[src/rtl/flash_word_reader.sv]
// flash_word_reader: 16-bit word reads from an 8-bit NOR flash over a toggle req/ack handshake, plus flash reset sequencing. Rev 1.0
// Build option: define FLASH_BYTESWAP_EN to place the even-address byte in ofl_data[7:0] instead of [15:8].
`default_nettype none

module flash_word_reader #(
  parameter int ACCESS_CYCLES = 5,
  parameter int RST_CYCLES    = 32,
  parameter int RST_RECOVERY  = 16
) (
  input  logic        iclk,
  input  logic        ireset,
  input  logic [22:0] ifl_addr,
  input  logic        ifl_req,
  output logic        ofl_ack,
  output logic [15:0] ofl_data,
  output logic        oready,
  output logic [22:0] ofl_a,
  input  logic [7:0]  ifl_dq,
  output logic        ofl_ce_n,
  output logic        ofl_oe_n,
  output logic        ofl_we_n,
  output logic        ofl_rst_n,
  output logic        ofl_wp_n
);

  localparam int c_RST_MAX = (RST_CYCLES > RST_RECOVERY) ? RST_CYCLES : RST_RECOVERY;
  localparam int c_RCW     = $clog2(c_RST_MAX + 1);

  localparam logic [3:0]       c_ACC_LAST = 4'(ACCESS_CYCLES - 1);
  localparam logic [c_RCW-1:0] c_RST_LAST = c_RCW'(RST_CYCLES - 1);
  localparam logic [c_RCW-1:0] c_REC_LAST = c_RCW'(RST_RECOVERY - 1);

`ifdef FLASH_BYTESWAP_EN
  localparam bit c_SWAP = 1'b1;
`else
  localparam bit c_SWAP = 1'b0;
`endif

  typedef enum logic [2:0] {
    RST_ASSERT = 3'd0,
    RST_WAIT   = 3'd1,
    IDLE       = 3'd2,
    BYTE0      = 3'd3,
    BYTE1      = 3'd4,
    DONE       = 3'd5
  } state_t;

  state_t           r_state;
  logic [c_RCW-1:0] r_rst_cnt;
  logic [3:0]       r_acc_cnt;
  logic [22:1]      r_addr_q;
  logic [22:0]      r_a;
  logic [15:0]      r_data;
  logic             r_ack;
  logic             r_ready;
  logic             r_ce_n;
  logic             r_oe_n;
  logic             r_fl_rst_n;

  // Word alignment drops the byte-select bit of the request address.
  logic w_unused_addr0;
  assign w_unused_addr0 = ifl_addr[0];

  always_ff @(posedge iclk) begin
    if (ireset) begin
      r_state    <= RST_ASSERT;
      r_rst_cnt  <= '0;
      r_acc_cnt  <= '0;
      r_addr_q   <= '0;
      r_a        <= '0;
      r_data     <= '0;
      r_ack      <= 1'b0;
      r_ready    <= 1'b0;
      r_ce_n     <= 1'b1;
      r_oe_n     <= 1'b1;
      r_fl_rst_n <= 1'b0;
    end else begin
      case (r_state)
        RST_ASSERT: begin
          if (r_rst_cnt == c_RST_LAST) begin
            r_rst_cnt  <= '0;
            r_fl_rst_n <= 1'b1;
            r_state    <= RST_WAIT;
          end else begin
            r_rst_cnt <= r_rst_cnt + 1'b1;
          end
        end

        RST_WAIT: begin
          if (r_rst_cnt == c_REC_LAST) begin
            r_rst_cnt <= '0;
            r_ready   <= 1'b1;
            r_state   <= IDLE;
          end else begin
            r_rst_cnt <= r_rst_cnt + 1'b1;
          end
        end

        IDLE: begin
          r_ce_n <= 1'b1;
          r_oe_n <= 1'b1;
          if (ifl_req != r_ack) begin
            r_addr_q  <= ifl_addr[22:1];
            r_a       <= {ifl_addr[22:1], 1'b0};
            r_ce_n    <= 1'b0;
            r_oe_n    <= 1'b0;
            r_acc_cnt <= '0;
            r_state   <= BYTE0;
          end
        end

        BYTE0: begin
          if (r_acc_cnt == c_ACC_LAST) begin
            if (c_SWAP) r_data[7:0]  <= ifl_dq;
            else        r_data[15:8] <= ifl_dq;
            r_a       <= {r_addr_q, 1'b1};
            r_acc_cnt <= '0;
            r_state   <= BYTE1;
          end else begin
            r_acc_cnt <= r_acc_cnt + 1'b1;
          end
        end

        BYTE1: begin
          if (r_acc_cnt == c_ACC_LAST) begin
            if (c_SWAP) r_data[15:8] <= ifl_dq;
            else        r_data[7:0]  <= ifl_dq;
            r_ce_n  <= 1'b1;
            r_oe_n  <= 1'b1;
            r_state <= DONE;
          end else begin
            r_acc_cnt <= r_acc_cnt + 1'b1;
          end
        end

        // Copying the live request absorbs any extra toggle seen mid-read.
        DONE: begin
          r_ack   <= ifl_req;
          r_state <= IDLE;
        end

        default: r_state <= RST_ASSERT;
      endcase
    end
  end

  assign ofl_ack   = r_ack;
  assign ofl_data  = r_data;
  assign oready    = r_ready;
  assign ofl_a     = r_a;
  assign ofl_ce_n  = r_ce_n;
  assign ofl_oe_n  = r_oe_n;
  assign ofl_rst_n = r_fl_rst_n;
  assign ofl_we_n  = 1'b1;
  assign ofl_wp_n  = 1'b0;

endmodule

`default_nettype wire
[config.mk]
export PLATFORM = sky130hd
export DESIGN_NAME = flash_word_reader
export DESIGN_NICKNAME = d
export VERILOG_FILES = /design/src/rtl/flash_word_reader.sv
export SDC_FILE = /design/constraint.sdc
export NUM_CORES = 1
export LEC_CHECK = 0
export CORE_AREA = 8 8 98 118
export CTS_CLUSTER_SIZE = 25
export DETAILED_ROUTE_END_ITERATION = 16
export DIE_AREA = 0 0 106 126
export GPL_TIMING_DRIVEN = 0
export HOLD_SLACK_MARGIN = 0.12
export SETUP_SLACK_MARGIN = 0.15
export SYNTH_ARGS = -nofsm -noshare
export SYNTH_HDL_FRONTEND = slang
export SYNTH_SLANG_ARGS = --single-unit
[constraint.sdc]
create_clock -name iclk -period 1.7 [get_ports iclk]
set_input_delay 0.34 -clock iclk [delete_from_list [all_inputs] [get_ports iclk]]
set_output_delay 0.34 -clock iclk [all_outputs]
set_load 0.05 [all_outputs]
# Word level (Yosys, flattened, before mapping)
# Cells that the tools add are included.
# W data, S select, Z words.
# classes
addsub,2
n_eq_ne,15
muxes,19
reduce_logical,14
# ops
op,n
$mux W23,2
$pmux W23 S2,1
$pmux W3 S6,1
$mux W3,5
$mux W4,3
$mux W6,2
$ne A2 B2 Y1 const B,6
$pmux W4 S3,1
$pmux W6 S2,1
$reduce_and A2 Y1,6
$add A6 B1 Y6 const B,1
$eq A3 B2 Y1 const B,2
$eq A3 B3 Y1 const B,2
$eq A6 B4 Y1 const B,1
$eq A6 B5 Y1 const B,1
$reduce_and A3 Y1,2
$reduce_bool A2 Y1,3
$reduce_and A5 Y1,1
$add A4 B1 Y4 const B,1
$eq A4 B3 Y1 const B,1
$eq A3 B1 Y1 const B,1
$logic_not A3 Y1,1
$reduce_bool A3 Y1,1
$mux W1,2
2 further kinds,2
# word_totals
reg_bits,78
in_bits,34
out_inout_bits,46
elab_cells,61

# Depth between registers and ports, before layout
# Gate-level depths: netlist of the first run.
# depth
depth_word,3
mapped_depth,7
depth_no_buf,6

# Worst setup path before layout of the first run
# OpenSTA, ideal clock, no wires.
# synth_path
kind,reg2reg
from,reg r_ack (netlist: ofl_ack)
to,reg r_a[10] (netlist: ofl_a[10])
t_arrival_ns,1.663
setup_slack_ns,-0.054
stages_incl_launch_ff,6
path_buffers,1
path_cell_list,dfxtp_1 > xnor2_1 > a22oi_2 > buf_2 > a21oi_1 > a311oi_1
# synth_between
elab_chain_len,3
# synth_lines
item,line,rtl
from (decl),54,logic r_ack;
from (signal assigned),138,r_ack <= ifl_req;
$ne A1 B1 Y1,102,if (ifl_req != r_ack) begin
$ne A2 B2 Y1 (no line),n/a,
$reduce_and A3 Y1 (no line),n/a,
to (signal assigned),104,"r_a <= {ifl_addr[22:1], 1'b0};"
to (signal assigned),116,"r_a <= {r_addr_q, 1'b1};"
to (decl),52,logic [22:0] r_a;
# No other way between the ends.
# A chain may end at the register's enable or synchronous reset.

# Final worst setup path of the first run
# layout_path
from,reg r_acc_cnt[0]
to,reg r_a[18] (netlist: ofl_a[18])
# layout_between
elab_chain_len,3
# layout_lines
item,line,rtl
from (decl),50,logic [3:0] r_acc_cnt;
from (signal assigned),120,r_acc_cnt <= r_acc_cnt + 1'b1;
from (signal assigned),132,r_acc_cnt <= r_acc_cnt + 1'b1;
$eq A4 B3 Y1,113,if (r_acc_cnt == c_ACC_LAST) begin
$ne A2 B2 Y1 (no line),n/a,
$reduce_and A3 Y1 (no line),n/a,
# No other way between the ends.

==> results.md, run 1 <==
- Initial antenna violation count: 0
- DRT Wirelength: around 11000 µm
- DR WL/cell: around 16 µm
- Crit Path Class: reg2reg
- Final Skew: 0.00690 ns
- Clock Path Buffers: 2
- Final worst slack: -0.00629 ns
- Routed vias: ~3400
- Pre-Repair DR Iteration Count: 4
- Worst min path class: reg2reg
- Detailed Route Iter0 Violations: 188
- Cell taking the most area after synthesis: dfxtp_1
- Max FO, Critical Path: 5
- Power per cell area: a little over 800 nW/µm²
- Synth cell types: 37
- Arrival time at the worst endpoint: 1.89 ns
- Top cells by area, synth: dfxtp_1 (47%), a21oi_1 (11%), nand2_1 (11%)
- H-tree lvl count: 3
- Initial Util: 33.7%
- Syn-to-layout area delta: 53.9%
- CP Capture Type: flop
- Largest net degree at the start of global routing: 15
- Post-synth ARST share: 0%
- Max_cap viols: 0
- VDD IR max: 577 µV
- Die Area: 13400 µm²
- Sequential fraction of the synthesis area: ~47%
- Synth Warn #: 0
- ANT nets after route: 0
- Clock root buffer: clkbuf_16
- Hold Buf Count CTS: 0
- Max stage delay cell, worst path: dfxtp_2
- Register Area: 1570 µm²
- # DRC: 0
- Worst-margin pin slew: about 0.6 ns
- Most used cell along the critical path: buf_6
- CP Launch Type: flop
- GR Overflow Total: 0
- Worst skew pair latency: 0.33 ns
- Worst EP required: 1.88 ns
- Main synth FF type: dfxtp_1
- Finished Cell Area: approximately 5100 µm²
- Nets: roughly 560
- Rows: 40
- I/O Pins: 80
- Vias in the first global route: approximately 3400
- Core area: slightly below 10000 µm²
- Crit share post-route: 100%
- Synthesized cell area: between 3000 and 4000 µm²
- Placed cells: 611
- Crit-path max cell delay: 0.32 ns
- Outcome: complete, but fails checks
- Top cell type's share of synthesized area: 47.4%
- Synthesized netlist cell count: 410
- Violated checks: setup timing
- GRT Total Usage: between 10% and 20%
- Pleak: 1.92 nW
- Drt via density: between 5 and 6
- Multi-input logic area: 1800 µm²
- Input/output buffers: 75
- First-pass GRT wire length: 16500 µm
- Clock sink count: just under 80
- Hpwl dp: slightly below 7000 µm
- Rel. slew slack: between 50% and 60%
- Syn nets: 447
- CTS tree: yes
- Fin cells: around 660
- CTS buffer count: 9
- Layout cell share with drive strength beyond 1: between 30% and 40%
- Hold Vio Cnt, Final: 0
- Number of flops mapped to enable cells by yosys: 0
- FILL cells: 922
- Inserted Diodes: 0
- Max Freq: about 600 MHz
- RSZ-0062 raised after global routing: true
- CTS clk-pin slew, worst paths: 0.06 ns
- Die X: 106 µm
- Slew Limit Fails: 0
- Post-Syn Area per Cell: between 8 and 9 µm²
- Routability congestion estimate: around 0.77
- Vert. Die Dim: ~130 µm
- Setup violations, final: 2
- Placed inst area: about 4200 µm²
- Number of synthesized register bits: approximately 80
- Final min period: about 1.7 ns
- Cell Chain, Critical Path: inv_2, ha_4, nand3b_1, a22oi_2, buf_6, and2_4, buf_6, buf_8, a311oi_2
-- flip-flops by register name, summed over array words and instances (netlist names) --
signal     flops
ofl_a         23
ofl_ack        1
ofl_data      16
ofl_oe_n       1
ofl_rst_n      1
oready         1
r_acc_cnt      4
r_addr_q      22
r_rst_cnt      6
r_state        3
-- through the flow --
stage | hold slack [ns] | TNS, ns | setup slack (ns) | power [mW] | util (%)
5_1_grt | 0.473 | -0.550 | -0.0650 | 4.23 | 51.9
6_report | 0.457 | -0.0101 | -0.00629 | 4.08 | 51.9
4_1_cts | 0.455 | 0 | 0.0516 | 4.12 | 50.1
3_5_place_dp | 0.447 | -17.25 | -0.442 | 2.05 | 43.1
2_1_floorplan | 0.437 | 0 | 0.153 | 1.94 | -
3_3_place_gp | 0.441 | -16.34 | -0.427 | 2.05 | 43.1
-- layout by cell type (no fill, tap or decap), types with 3 or more instances in the layout --
| master | synthesis | routed |
|---|---|---|
| dfxtp_1 | 78 | 73 |
| buf_6 | 0 | 15 |
| nor2_4 | 0 | 3 |
| clkbuf_1 | 18 | 10 |
| xor2_1 | 3 | 3 |
| clkdlybuf4s15_1 | 0 | 6 |
| a21oi_4 | 0 | 4 |
| buf_4 | 4 | 26 |
| clkbuf_16 | 0 | 10 |
| dfxtp_2 | 0 | 5 |
| nor2_1 | 12 | 9 |
| a311oi_1 | 22 | 16 |
| clkbuf_2 | 0 | 35 |
| o21ai_0 | 4 | 3 |
| nand3b_1 | 3 | 3 |
| nand3_1 | 35 | 34 |
| a21oi_2 | 0 | 13 |
| nand4b_1 | 3 | 3 |
| clkdlybuf4s15_2 | 0 | 5 |
| inv_1 | 7 | 5 |
| nand2_1 | 97 | 94 |
| a21oi_1 | 73 | 56 |
| buf_8 | 0 | 3 |
| clkbuf_4 | 0 | 4 |
| a311oi_2 | 0 | 6 |
| clkdlybuf4s50_1 | 0 | 30 |
| xnor2_1 | 4 | 3 |
-- final cells by class --
type / instances / share of cell area, %
tap: 126 / 3.11
sequential: 78 / 30.9
buffer: 35 / 5.11
inverter: 7 / 0.519
multi-input combinational: 291 / 35.5
clock buffer: 9 / 4.44
clock inverter: 7 / 1.90
timing repair buffer: 105 / 18.5
-- kinds of logic (layout without fill, tap and decap cells) --
kind of cell | Yosys count | count (layout) | synth area share, %
buffers and inverters | 42 | 163 | 5.74
xor gates and xnor gates | 7 | 7 | 1.86
other | 2 | 2 | 0.228
DFF | 78 | 78 | 47.4
adders and majority gates | 3 | 3 | 1.14
muxes | 2 | 2 | 0.608
and+or+nand+nor | 166 | 167 | 22.9
AOI/OAI and AO/OA | 110 | 110 | 20.1
-- power by group --
group / total, mW / internal, mW / switching [mW]
combinational: 0.178 / 0.0877 / 0.0904
sequential: 1.84 / 1.83 / 0.00620
clock: 2.06 / 1.29 / 0.768
-- final timing paths --
check	startpoint	endpoint	slack, ns	cells past startpoint
max	r_acc_cnt[0]$_SDFFE_PP0P_	ofl_a[18]$_SDFFE_PP0P_	-0.006	9
min	ofl_data[11]$_SDFFE_PP0P_	ofl_data[11]$_SDFFE_PP0P_	0.46	2
max reg2reg	r_acc_cnt[0]$_SDFFE_PP0P_	ofl_a[18]$_SDFFE_PP0P_	-0.006	9
min reg2reg	ofl_data[11]$_SDFFE_PP0P_	ofl_data[11]$_SDFFE_PP0P_	0.46	2
-- routing by layer --
| metal | track usage (%) | vias to the layer above | wire length, µm | part of all wire (%) |
|---|---|---|---|---|
| met1 | 17.0 | 1603 | 4460 | 42 |
| met4 | 5.64 | 0 | 185 | 1.8 |
| li1 | - | 1662 | - | - |
| met5 | 0 | - | 0 | 0 |
| met2 | 25.7 | 91 | 5400 | 51 |
| met3 | 4.29 | 15 | 497 | 4.7 |
-- cells in the mapped netlist (all sizes together), types with 4 or more instances --
cell    instances
nand2          97
dfxtp          78
a21oi          73
nand3          35
a311oi         22
clkbuf         18
buf            17
nor2           13
inv             7
o21ai           5
xnor2           4
-- critical path, delay by kind of cell, from the launching register on --
family | cells | cell delay, ns
compound gates | 2 | 0.35
fa+ha+maj | 1 | 0.13
flops | 1 | 0.32
simple gates | 2 | 0.32
buf+inv | 4 | 0.44
-- repair_timing --
item / CTS / global route
endpoints found under the setup margin: 116 / 96
pin swaps: 10 / 44
setup buffers: 17 / 9
resized for setup: 140 / 101
gates cloned: 3 / 2
(Power assumes the default switching activity.)
==> inputs of run 2 (changes only) <==
Settings changed: SKIP_LAST_GASP set to 1.
==> run 2 against run 1 <==
The run now ends clean. Critical path depth unchanged. Final cell count down 0.91%. Fmax up 2.2%. Clock power about the same. Clock-buffer cell count unchanged. Worst setup slack better by 0.037 ns. Non-clock buffer count down 6. Cell area down 1.6%. Register-to-register slack better by 0.04 ns. Via count down 0.74%.
==> results.md, run 2 (synthesized netlist as in run 1, its figures left out) <==
- Outcome: finished, final reports clean (was complete, but fails checks)
- Largest register FFs: 23 (unchanged)
- Vert. Die Dim: 126 µm (unchanged)
- Routability congestion estimate: 0.767 (unchanged)
- Pleak: 1.85 nW (was 1.92 nW)
- CTS clk-pin slew, worst paths: 0.06 ns (about the same)
- CTS buffer count: 9 (unchanged)
- Worst Path Buf+Inv: 4 (unchanged)
- Drt via density: 5.13 (was 5.12)
- # DRC: 0 (unchanged)
- GRT Total Usage: 14.9% (was 15.0%)
- Detailed Route Iter0 Violations: 168 (was 188)
- ANT nets after route: 0 (unchanged)
- H-tree lvl count: 3 (unchanged)
- Finished Cell Area: 4990 µm² (was 5070 µm²)
- Register Area: 1570 µm² (about the same)
- RSZ-0062 raised after global routing: true (unchanged)
- Vias in the first global route: 3377 (was 3389)
- Met2 WL post-DR: 5330 µm (was 5400 µm)
- Dpl ws: -0.442 ns (unchanged)
- Slew Limit Fails: 0 (unchanged)
- Crit share post-route: 98.2% (was 100%)
- Rel. slew slack: 60.2% (was 59.4%)
- Rows: 40 (unchanged)
- Worst EP required: 1.90 ns (was 1.88 ns)
- Crit-path max cell delay: 0.32 ns (about the same)
- Power per cell area: 822 nW/µm² (was 805 nW/µm²)
- CP Launch Type: flop (unchanged)
- Initial Util: 33.7% (unchanged)
- Family with the most delay on the worst path: buffers and inverters (unchanged)
- Arrival time at the worst endpoint: 1.86 ns (was 1.89 ns)
- Final worst slack: 0.0312 ns (was -0.00629 ns)
- Pre-Repair DR Iteration Count: 4 (unchanged)
- Input/output buffers: 75 (unchanged)
- Largest net degree at the start of global routing: 15 (unchanged)
- Clock root buffer: clkbuf_16 (unchanged)
- Crit Path Class: reg2reg (unchanged)
- Core area: 9760 µm² (unchanged)
- Commonest cells after routing, fill and taps aside: nand2_1 (96), dfxtp_1 (70), a21oi_1 (64) (was nand2_1 (94), dfxtp_1 (73), a21oi_1 (56))
- DR WL/cell: 16.1 µm (was 16.0 µm)
- VDD IR max: 549 µV (was 577 µV)
- Max FO, Critical Path: 5 (unchanged)
- Hold Buf Count CTS: 0 (unchanged)
- Cell Chain, Critical Path: inv_2, ha_4, nand3b_1, a22oi_2, buf_4, and2_4, buf_6, buf_8, a311oi_2 (was inv_2, ha_4, nand3b_1, a22oi_2, buf_6, and2_4, buf_6, buf_8, a311oi_2)
- Top Layer Used: met4 (unchanged)
- Inserted Diodes: 0 (unchanged)
- Die Area: 13400 µm² (unchanged)
- CP Capture Type: flop (unchanged)
- DRT Wirelength: 10500 µm (about the same)
- Hpwl dp: 6830 µm (unchanged)
- Max stage delay cell, worst path: dfxtp_2 (unchanged)
- Initial antenna violation count: 0 (unchanged)
- Worst min path class: reg2reg (unchanged)
- Multi-input logic area: 1760 µm² (was 1800 µm²)
- Commonest non-fill, non-tap cell in the layout: nand2_1 (unchanged)
- FILL cells: 906 (was 922)
- Routed vias: 3346 (was 3371)
- Total power: 4.10 mW (was 4.08 mW)
- Clock sink count: 78 (unchanged)
- Max Freq: 599 MHz (was 586 MHz)
- Setup violations, final: 0 (was 2)
- Hold Vio Cnt, Final: 0 (unchanged)
- Met3 wire len: 418 µm (was 497 µm)
- Max_cap viols: 0 (unchanged)
- Final Skew: 0.00889 ns (was 0.00690 ns)
- WHS: 0.454 ns (was 0.457 ns)
- Clock Path Buffers: 2 (unchanged)
- WL met1: 4460 µm (about the same)
- Nets: 558 (was 564)
- Worst skew pair latency: 0.34 ns (was 0.33 ns)
- Worst-margin pin slew: 0.597 ns (was 0.610 ns)
- CTS tree: yes (unchanged)
- Placed inst area: 4200 µm² (unchanged)
- Layout cell share with drive strength beyond 1: 27.2% (was 30.5%)
- GR Overflow Total: 0 (unchanged)
- Final min period: 1.67 ns (was 1.71 ns)
- Syn-to-layout area delta: 51.5% (was 53.9%)
- Die X: 106 µm (unchanged)
- First-pass GRT wire length: 16400 µm (was 16500 µm)
- I/O Pins: 80 (unchanged)
==> run 2: layer usage <==
metal / global-route usage (%) / up-vias
li1: - / 1647
met1: 17.0 / 1590
met2: 25.5 / 83
met3: 4.29 / 26
met4: 5.98 / 0
met5: 0 / -
==> run 2: through the flow <==
stage / instances / TNS [ns] / util, %
floorplan: 410 / 0 / -
global placement: 611 / -16.34 / 43.1
detailed placement: 611 / -17.25 / 43.1
CTS: 647 / -0.0115 / 49.9
global route: 652 / -0.560 / 51.1
finish: 652 / 0 / 51.1
==> run 2: worst register-to-register path: cells and delay by family, from the launching register on <==
kind	cells	cell delay, ns
compound gates	2	0.29
flops	1	0.32
buf+inv	4	0.47
simple gates	2	0.33
fa+ha+maj	1	0.13
==> run 2: power by group <==
group          switching [mW]  internal (mW)
Combinational          0.0918         0.0914
Sequential            0.00773           1.83
Clock                   0.781           1.29
Total                   0.881           3.22
==> run 2: area by class of cell <==
| class | instances | area share, % |
|---|---|---|
| tap | 126 | 3.16 |
| clock buffer | 9 | 4.52 |
| inverter | 7 | 0.527 |
| sequential | 78 | 31.5 |
| buffer | 35 | 5.34 |
| timing repair buffer | 99 | 17.8 |
| multi-input combinational | 291 | 35.2 |
| clock inverter | 7 | 1.93 |
==> run 2: path summary, 6_finish.rpt <==
path | depth (start not counted) | endpoint | start | slack (ns)
setup / recovery | 9 | ofl_a[18]$_SDFFE_PP0P_ | r_acc_cnt[0]$_SDFFE_PP0P_ | 0.03
hold / removal | 2 | r_addr_q[22]$_SDFFE_PP0P_ | r_addr_q[22]$_SDFFE_PP0P_ | 0.45
setup reg to reg | 9 | ofl_a[18]$_SDFFE_PP0P_ | r_acc_cnt[0]$_SDFFE_PP0P_ | 0.03
hold reg to reg | 2 | r_addr_q[22]$_SDFFE_PP0P_ | r_addr_q[22]$_SDFFE_PP0P_ | 0.45
==> run 2: what timing repair did <==
| action | CTS | global route |
|---|---|---|
| setup buffers | 17 | 4 |
| pin swaps | 7 | 18 |
| resized for setup | 135 | 92 |
| setup endpoints to repair | 116 | 102 |
| cloned | 3 | 1 |
